$ cat src/rtl/mulaw_dec_arb.sv
// Round-robin scheduler sharing one fixed-latency mu-law decoder between P_NUM_CH channels.
// A channel-ID tag pipe matched to the decoder latency labels every decoded word.
module mulaw_dec_arb #(
    parameter int unsigned P_NUM_CH  = 4,
    parameter int unsigned P_ENC_DW  = 8,
    parameter int unsigned P_DEC_DW  = 14,
    parameter int unsigned P_DEC_LAT = 6,
    localparam int unsigned P_CH_W   = $clog2(P_NUM_CH)
) (
    input  logic                         i_clk,
    input  logic                         i_rst,
    input  logic [P_NUM_CH*P_ENC_DW-1:0] i_ch_dt,
    input  logic [P_NUM_CH-1:0]          i_ch_valid,
    output logic [P_NUM_CH-1:0]          o_ch_ready,
    input  logic [P_NUM_CH-1:0]          i_ch_mask,
    output logic [P_ENC_DW-1:0]          o_dec_dt,
    output logic                         o_dec_enable,
    input  logic [P_DEC_DW-1:0]          i_dec_dt,
    input  logic                         i_dec_enable,
    output logic [P_DEC_DW-1:0]          o_dt,
    output logic                         o_valid,
    output logic [P_CH_W-1:0]            o_ch_id,
    output logic                         o_busy,
    output logic                         o_err
);

    localparam int unsigned FlushW = $clog2(P_DEC_LAT + 2);
    localparam logic [FlushW-1:0] FlushInit = FlushW'(P_DEC_LAT + 1);
    localparam logic [P_CH_W-1:0] PtrInit   = P_CH_W'(P_NUM_CH - 1);

    logic [FlushW-1:0]   flush_q, flush_d;
    logic                flush_done;
    logic [P_NUM_CH-1:0] hold_valid_q, hold_valid_d;
    logic [P_ENC_DW-1:0] hold_dt_q [P_NUM_CH];
    logic [P_ENC_DW-1:0] hold_dt_d [P_NUM_CH];
    logic [P_CH_W-1:0]   ptr_q, ptr_d;
    logic                dec_en_q, dec_en_d;
    logic [P_ENC_DW-1:0] dec_dt_q, dec_dt_d;
    logic [P_DEC_LAT:0]  tag_v_q, tag_v_d;
    logic [P_CH_W-1:0]   tag_id_q [P_DEC_LAT+1];
    logic [P_CH_W-1:0]   tag_id_d [P_DEC_LAT+1];
    logic                valid_q, valid_d;
    logic [P_DEC_DW-1:0] dt_q, dt_d;
    logic [P_CH_W-1:0]   ch_id_q, ch_id_d;
    logic                err_q, err_d;

    logic [P_NUM_CH-1:0] eligible, grant, load;
    logic                grant_any;
    logic [P_CH_W-1:0]   grant_id;
    logic [P_CH_W-1:0]   idx;

    assign flush_done = (flush_q == '0);
    assign eligible   = hold_valid_q & i_ch_mask & {P_NUM_CH{flush_done}};
    assign o_ch_ready = {P_NUM_CH{flush_done}} & (~hold_valid_q | grant);
    assign load       = i_ch_valid & o_ch_ready;

    // Scan upward from the channel after the last winner.
    always_comb begin
        grant     = '0;
        grant_any = 1'b0;
        grant_id  = '0;
        idx       = '0;
        for (int unsigned i = 1; i <= P_NUM_CH; i++) begin
            idx = P_CH_W'((32'(ptr_q) + i) % P_NUM_CH);
            if (!grant_any && eligible[idx]) begin
                grant_any = 1'b1;
                grant_id  = idx;
            end
        end
        if (grant_any) begin
            grant[grant_id] = 1'b1;
        end
    end

    always_comb begin
        flush_d      = flush_done ? '0 : flush_q - 1'b1;
        hold_valid_d = (hold_valid_q & ~grant) | load;
        for (int c = 0; c < int'(P_NUM_CH); c++) begin
            hold_dt_d[c] = load[c] ? i_ch_dt[c*P_ENC_DW +: P_ENC_DW] : hold_dt_q[c];
        end
        ptr_d    = grant_any ? grant_id : ptr_q;
        dec_en_d = grant_any;
        dec_dt_d = grant_any ? hold_dt_q[grant_id] : dec_dt_q;

        tag_v_d     = {tag_v_q[P_DEC_LAT-1:0], grant_any};
        tag_id_d[0] = grant_id;
        for (int k = 1; k <= int'(P_DEC_LAT); k++) begin
            tag_id_d[k] = tag_id_q[k-1];
        end

        // Decoder output is ignored while stale pre-reset results drain.
        valid_d = flush_done & i_dec_enable;
        dt_d    = valid_d ? i_dec_dt : dt_q;
        ch_id_d = valid_d ? tag_id_q[P_DEC_LAT] : ch_id_q;
        err_d   = err_q | (flush_done & (i_dec_enable != tag_v_q[P_DEC_LAT]));
    end

    always_ff @(posedge i_clk or posedge i_rst) begin
        if (i_rst) begin
            flush_q      <= FlushInit;
            hold_valid_q <= '0;
            hold_dt_q    <= '{default: '0};
            ptr_q        <= PtrInit;
            dec_en_q     <= 1'b0;
            dec_dt_q     <= '0;
            tag_v_q      <= '0;
            tag_id_q     <= '{default: '0};
            valid_q      <= 1'b0;
            dt_q         <= '0;
            ch_id_q      <= '0;
            err_q        <= 1'b0;
        end else begin
            flush_q      <= flush_d;
            hold_valid_q <= hold_valid_d;
            hold_dt_q    <= hold_dt_d;
            ptr_q        <= ptr_d;
            dec_en_q     <= dec_en_d;
            dec_dt_q     <= dec_dt_d;
            tag_v_q      <= tag_v_d;
            tag_id_q     <= tag_id_d;
            valid_q      <= valid_d;
            dt_q         <= dt_d;
            ch_id_q      <= ch_id_d;
            err_q        <= err_d;
        end
    end

    assign o_dec_enable = dec_en_q;
    assign o_dec_dt     = dec_dt_q;
    assign o_valid      = valid_q;
    assign o_dt         = dt_q;
    assign o_ch_id      = ch_id_q;
    assign o_err        = err_q;
    assign o_busy       = ~flush_done | (|hold_valid_q) | (|tag_v_q) | dec_en_q;

endmodule
$ cat config.mk
export PLATFORM = sky130hd
export DESIGN_NAME = mulaw_dec_arb
export DESIGN_NICKNAME = d
export VERILOG_FILES = /design/src/rtl/mulaw_dec_arb.sv
export SDC_FILE = /design/constraint.sdc
export NUM_CORES = 1
export LEC_CHECK = 0
export CAP_MARGIN = 5
export CORE_ASPECT_RATIO = 0.9
export CORE_MARGIN = 2
export CORE_UTILIZATION = 49
export DETAILED_ROUTE_END_ITERATION = 8
export PLACE_DENSITY = 0.78
export SETUP_SLACK_MARGIN = 0.02
export SYNTH_ARGS = -nofsm -noshare
export SYNTH_HDL_FRONTEND = slang
export SYNTH_SLANG_ARGS = --single-unit
$ cat constraint.sdc
create_clock -name i_clk -period 3.6 [get_ports i_clk]
set_clock_uncertainty 0.1 [all_clocks]
set_input_delay 0.54 -clock i_clk [delete_from_list [all_inputs] [get_ports i_clk]]
set_output_delay 0.54 -clock i_clk [all_outputs]
set_load 0.02 [all_outputs]
Word level (Yosys, flattened, before mapping)
Cells that the tools add are included.
{"block": "classes", "addsub": 5, "n_mul": 0, "div_mod_pow": 0, "magnitude_cmp": 7, "eq_ne": 1, "shift": 0, "mux": 23, "bitwise": 17, "n_reduce_logical": 10}
{"operator": "bitwise AND 4 bit", "count": 5}
{"operator": "binary-select mux 8 bit (select 2 bit)", "count": 1}
{"operator": "two-way mux 8 bit", "count": 2}
{"operator": "< comparator 2 x 3 -> 1 bit (second input constant)", "count": 5}
{"operator": "two-way mux 1 bit", "count": 9}
{"operator": "binary-select mux 1 bit (select 2 bit)", "count": 4}
{"operator": "two-way mux 2 bit", "count": 4}
{"operator": "inverter 4 bit", "count": 2}
{"operator": "OR 4 bit", "count": 2}
{"operator": "OR reduction 7 bit", "count": 1}
{"operator": "adder 2 x 1 -> 2 bit (second input constant)", "count": 2}
{"operator": "adder 2 bit (second input constant)", "count": 2}
{"operator": "logical AND 1 bit", "count": 4}
{"operator": "two-way mux 4 bit", "count": 1}
{"operator": "OR 1 bit", "count": 4}
{"operator": "OR reduction 4 bit", "count": 1}
{"operator": ">= comparator 3 bit (second input constant)", "count": 1}
{"operator": "logical NOT 1 bit", "count": 3}
{"operator": "logical NOT 3 bit", "count": 1}
{"operator": "two-way mux 3 bit", "count": 1}
{"operator": "inverter 2 -> 3 bit", "count": 1}
{"operator": "subtractor 3 x 1 -> 3 bit (second input constant)", "count": 1}
{"operator": "bitwise AND 1 bit", "count": 2}
{"operator": "demux 1 bit (select 2 bit)", "count": 1}
{"operator": "other kinds (3)", "count": 3}
{"block": "totals", "ff_bits": 89, "latchBits": 0, "mem_bits_rw": 0, "mem_bits_ro": 0, "inputBits": 57, "out_inout_bits": 32, "elab_cells": 84, "memories": 0}

Longest topological paths before layout
Gate-level depths: netlist (run 1).
{"block": "depth", "word_depth": 23, "mapped_depth": 9, "depth_no_buf": 8}

Worst setup path before layout (run 1)
OpenSTA, ideal clock, no wires.
{"block": "synth_timing", "kind": "flip-flop to output port", "startpoint": "register flush_q[0]", "endpoint": "output port o_ch_ready[2]", "arrival_time_ns": 2.030, "required_time_ns": 2.960, "slack_ns": 0.930, "stages_incl_launch_ff": 10, "n_path_buf": 1, "path_cell_list": "dfstp_2 > nor2_1 > ha_1 > inv_1 > nor2_1 > or2b_2 > inv_1 > buf_4 > a21boi_2 > nor2_1"}
{"block": "synth_via", "elab_chain_cells": 21, "word_cells_on_any_way": 32, "cone_classes": "2 x order compare; 19 x mux; 3 x bitwise; 8 x reduce/logical"}
{"item": "from (decl)", "line_no": "31", "rtl": "logic [FlushW-1:0] flush_q, flush_d;"}
{"item": "from (signal assigned)", "line_no": "100", "rtl": "flush_q <= FlushInit;"}
{"item": "from (signal assigned)", "line_no": "113", "rtl": "flush_q <= flush_d;"}
{"item": "logical NOT 3 bit *", "line_no": "52", "rtl": "assign flush_done = (flush_q == '0);"}
{"item": "bitwise AND 4 bit *", "line_no": "53", "rtl": "assign eligible = hold_valid_q & i_ch_mask & {P_NUM_CH{flush_done}};"}
{"item": "binary-select mux 1 bit (select 2 bit)", "line_no": "65", "rtl": "if (!grant_any && eligible[idx]) begin"}
{"item": "two-way mux 1 bit (not written as such)", "line_no": "65"}
{"item": "two-way mux 1 bit", "line_no": "65"}
{"item": "logical NOT 1 bit", "line_no": "65"}
{"item": "logical AND 1 bit", "line_no": "65"}
{"item": "two-way mux 1 bit", "line_no": "65"}
{"item": "[6 not listed]"}
{"item": "via grant_id[1]", "line_no": "49", "rtl": "logic [P_CH_W-1:0] grant_id;"}
{"item": "< comparator 2 x 3 -> 1 bit (not written as such) / >= comparator 2 x 1 -> 1 bit (equally long branches)", "line_no": "71", "rtl": "grant[grant_id] = 1'b1;"}
{"item": "logical AND 1 bit (not written as such)", "line_no": "71"}
{"item": "two-way mux 1 bit (not written as such)", "line_no": "71"}
{"item": "demux 1 bit (select 2 bit) *", "line_no": "71"}
{"item": "two-way mux 4 bit *", "line_no": "70", "rtl": "if (grant_any) begin"}
{"item": "OR 4 bit *", "line_no": "54", "rtl": "assign o_ch_ready = {P_NUM_CH{flush_done}} & (~hold_valid_q | grant);"}
{"item": "bitwise AND 4 bit *", "line_no": "54"}
{"item": "to (decl)", "line_no": "14", "rtl": "output logic [P_NUM_CH-1:0] o_ch_ready,"}
The timed path passes the listed nets; every way through them passes the cells marked *. The select of a mux whose other input is x is not followed.

Worst setup path in the final report (run 1)
{"block": "layout_timing", "startpoint": "register flush_q[0]", "endpoint": "output port o_ch_ready[0]"}
{"block": "layout_via", "elab_chain_cells": 21, "word_cells_on_any_way": 32, "cone_classes": "2 x order compare; 19 x mux; 3 x bitwise; 8 x reduce/logical"}
{"item": "logical NOT 3 bit *", "line_no": "52"}
{"item": "bitwise AND 4 bit", "line_no": "53"}
{"item": "binary-select mux 1 bit (select 2 bit)", "line_no": "65"}
{"item": "two-way mux 1 bit (not written as such)", "line_no": "65"}
{"item": "two-way mux 1 bit", "line_no": "65"}
{"item": "logical NOT 1 bit", "line_no": "65"}
{"item": "logical AND 1 bit", "line_no": "65"}
{"item": "two-way mux 1 bit", "line_no": "65"}
{"item": "[5 not listed]"}
{"item": "two-way mux 2 bit", "line_no": "65"}
{"item": "< comparator 2 x 3 -> 1 bit (not written as such) / >= comparator 2 x 1 -> 1 bit (equally long branches)", "line_no": "71"}
{"item": "logical AND 1 bit (not written as such)", "line_no": "71"}
{"item": "two-way mux 1 bit (not written as such)", "line_no": "71"}
{"item": "demux 1 bit (select 2 bit)", "line_no": "71"}
{"item": "two-way mux 4 bit", "line_no": "70"}
{"item": "OR 4 bit", "line_no": "54"}
{"item": "bitwise AND 4 bit *", "line_no": "54"}
Mark *: on every way between the ends. The rest lies on a longest branch, timed or not. The select of a mux whose other input is x is not followed.

==> flow_summary.toml, run 1 <==
[setup_path]
path_class = "reg -> out"
max_stage_delay_ns = 0.60
crit_path_frequent_cell = "a21bo_2"
critPathCaptureType = "primary output"
startpoint_type = "flip-flop"
critPathSlowestCell = "clkdlybuf4s50_1"
critPathBufInv = 2
required_ns = 2.96
cp_top_family = "buffers and inverters"
arrival_ns = 2.76
timing.critical_path.fanout_max = 7
path_cells = "nor2_1 -> ha_2 -> inv_1 -> nor4b_4 -> a21bo_2 -> a21bo_2 -> and2_1 -> clkdlybuf4s50_1"

[routing]
first_pass_iters = 4
vias = 2624
remaining_drc_errors = 0
drt_iter0_drc = 147
drt-total-wl_mm = 8.02
wl_per_cell_um = 16.3
detail-route-antenna-nets = 0
viasPerCell = 5.32

[clock_network]
cts_root_buf = "clkbuf_8"
cts_made_buffers = 9
numClockSinks = 88
cts-htree-levels = 3
cts_tree = "yes"
clk_latency_ns = 0.35
clkTransAtPathRegs_ns = 0.09
ctsLongestPathBuffers = 2

[yosys]
synthFlopType = "dfrtp_1"
synth_warnings = 0
synth_area_leaders = "dfrtp_1, mux2_2, nand2_1"
synth.distinct_cells = 42
async_reset_ff_share_pct = 100
yosysSeqAreaShare_pct = 60.8
synth_edf_count = 0
synth_nets = 361
synth_area_per_cell_um2 = 12.0
yosys.area.top_type = "dfrtp_1"
synth_top_area_share_pct = 57.2
ys_seq_elements = 88
synth_area_um2 = 3630
synth_cells = 302

[floorplanning]
rows = 29
start_util_pct = 51.1
coreArea_um2 = 7110
pin_count = 89
die-area_um2 = 8120
die_y_um = 85.7
fp.dieW_um = 94.7

[timing]
slew_viol_final = 0
relSlewSlack_pct = 55.7
hold_violations = 0
setup_tns_ns = 0
rsz0062_at_grt = "yes"
post-route-period-util_pct = 94.5
fin_crit_ns = 3.40
setup_viol = 0
max_freq_mhz = 294
worstMarginPinSlew_ns = 0.662

[power_and_ir_drop]
power.leakage_nw = 2.18
peakVddDrop_mv = 0.574
cellPowerDensity_nw_per_um2 = 839

[finish]
antenna_cells = 0
utilization_pct = 68.8
final_layout_size_suffix_gt1_share_pct = 17.3
final_common_cell = "clkdlybuf4s50_1"
area_delta_synth_final_pct = 34.8
layout_common_cells = "clkdlybuf4s50_1, dfrtp_1, nand2_1"
fin_nets = 454

[hold_path]
hold_class = "reg -> reg"

[grt]
grt_max_degree = 89
grt_util_all_layers_pct = 21.2
antenna_found_initial = 0
grt_overflow = 0
grt_pass1_vias = 2675
grt_pass1_wl_mm = 12.9

[place]
dp_hpwl_mm = 5.79
place_congestion = 0.804
port_buffers = 88

[run_status]
status = "completed"

[job]
max_cap_viol_count = 0
[Yosys cell counts, types with 2 or more instances]
cell type  instances
dfrtp_1           83
nand2_1           58
mux2_2            25
o22ai_1           25
nor2_1            13
mux2i_1           12
inv_1              7
a221oi_1           6
clkbuf_1           6
and2_1             5
buf_1              5
dfstp_2            5
nand2b_1           5
and3_1             3
buf_4              3
nand3_1            3
nor4_1             3
o21ai_0            3
a21bo_2            2
a21boi_2           2
a21o_1             2
a21oi_1            2
a22o_1             2
ha_1               2
mux4_2             2
or2_1              2
[report_power, final]
| part | switching [mW] | leakage [nW] | internal, mW |
|---|---|---|---|
| Combinational | 0.878 | 1.05 | 0.856 |
| Clock | 0.341 | 0.106 | 0.409 |
| Sequential | 0.239 | 1.02 | 1.38 |
[final cells by class]
| class | instances | area (um2) |
|---|---|---|
| flip-flops and latches | 88 | 2210 |
| inverters | 8 | 31.3 |
| clock buffers | 11 | 141 |
| fillers | 546 | 2220 |
| repair buffers | 97 | 968 |
| well taps | 93 | 116 |
| clock inverters | 5 | 80.1 |
| multi-input cells | 191 | 1350 |
[repair_timing]
| action | in CTS | in global routing |
|---|---|---|
| cloned | 0 | 0 |
| endpoints found under the hold margin | 0 | 0 |
| hold buffers | 0 | 0 |
| buffers inserted | 0 | 1 |
| gates resized for setup | 2 | 5 |
| setup endpoints to repair | 2 | 4 |
| pin swaps | 0 | 1 |
[metal layers]
metal / share of wire [%] / GRT usage (%) / up-vias
met4: 1.1 / 8.56 / 0
met5: 0 / 0 / -
li1: - / - / 1242
met2: 49 / 32.6 / 86
met1: 45 / 29.1 / 1286
met3: 5.3 / 5.10 / 10
[flip-flops by register name, summed over array words and instances (netlist names), 2 cells and up]
name,count
hold_dt_q,32
o_dt,14
tag_id_d,12
o_dec_dt,8
tag_v_q,7
hold_valid_q,4
flush_q,3
o_ch_id,2
ptr_q,2
tag_id_q,2
[through the flow]
stage	instances	setup WS, ns	power, mW	area (um2)	hold slack [ns]
2_1_floorplan	302	0.690	2.70	3630	0.231
3_3_place_gp	476	0.258	3.29	4640	0.233
3_5_place_dp	476	0.197	3.35	4640	0.236
4_1_cts	492	0.0949	4.11	4870	0.254
5_1_grt	493	-0.00619	4.37	4890	0.258
6_report	493	0.200	4.10	4890	0.251
[final timing paths]
kind	startpoint	end	slack, ns	cells after the start
max	flush_q[0]$_DFF_PP1_	o_ch_ready[0]	0.20	8
min	tag_id_d[0]$_DFF_PP0_	tag_id_q[0]$_DFF_PP0_	0.25	0
max reg2reg	flush_q[0]$_DFF_PP1_	hold_dt_q[29]$_DFFE_PP0P_	0.99	8
min reg2reg	tag_id_d[0]$_DFF_PP0_	tag_id_q[0]$_DFF_PP0_	0.25	0
max in group asynchronous	i_rst	ptr_q[0]$_DFFE_PP1P_	2.53	3
min in group asynchronous	i_rst	o_dt[12]$_DFFE_PP0P_	0.49	3
[kinds of logic after synthesis]
group                    after synthesis  synth area share (%)
AND/OR/NAND/NOR                       97                  12.4
XOR/XNOR                               1                 0.241
flip-flops                            88                  60.8
AO/OA/AOI/OAI                         51                  10.5
adder cells (fa/ha/maj)                2                 0.689
buffers and inverters                 23                  2.72
multiplexers                          40                  12.6
No activity file was read; power rests on OpenSTA's default activity.
==> inputs of run 2 (changes only) <==
- SKIP_LAST_GASP: not set -> 1
==> results of run 2 <==
No change in the layout: final DEF, timing and power equal those of run 1.
==> inputs of run 3 (changes only) <==
- HOLD_SLACK_MARGIN: not set -> 0.06
==> results of run 3 <==
No change in the layout: final DEF, timing and power equal those of run 1.
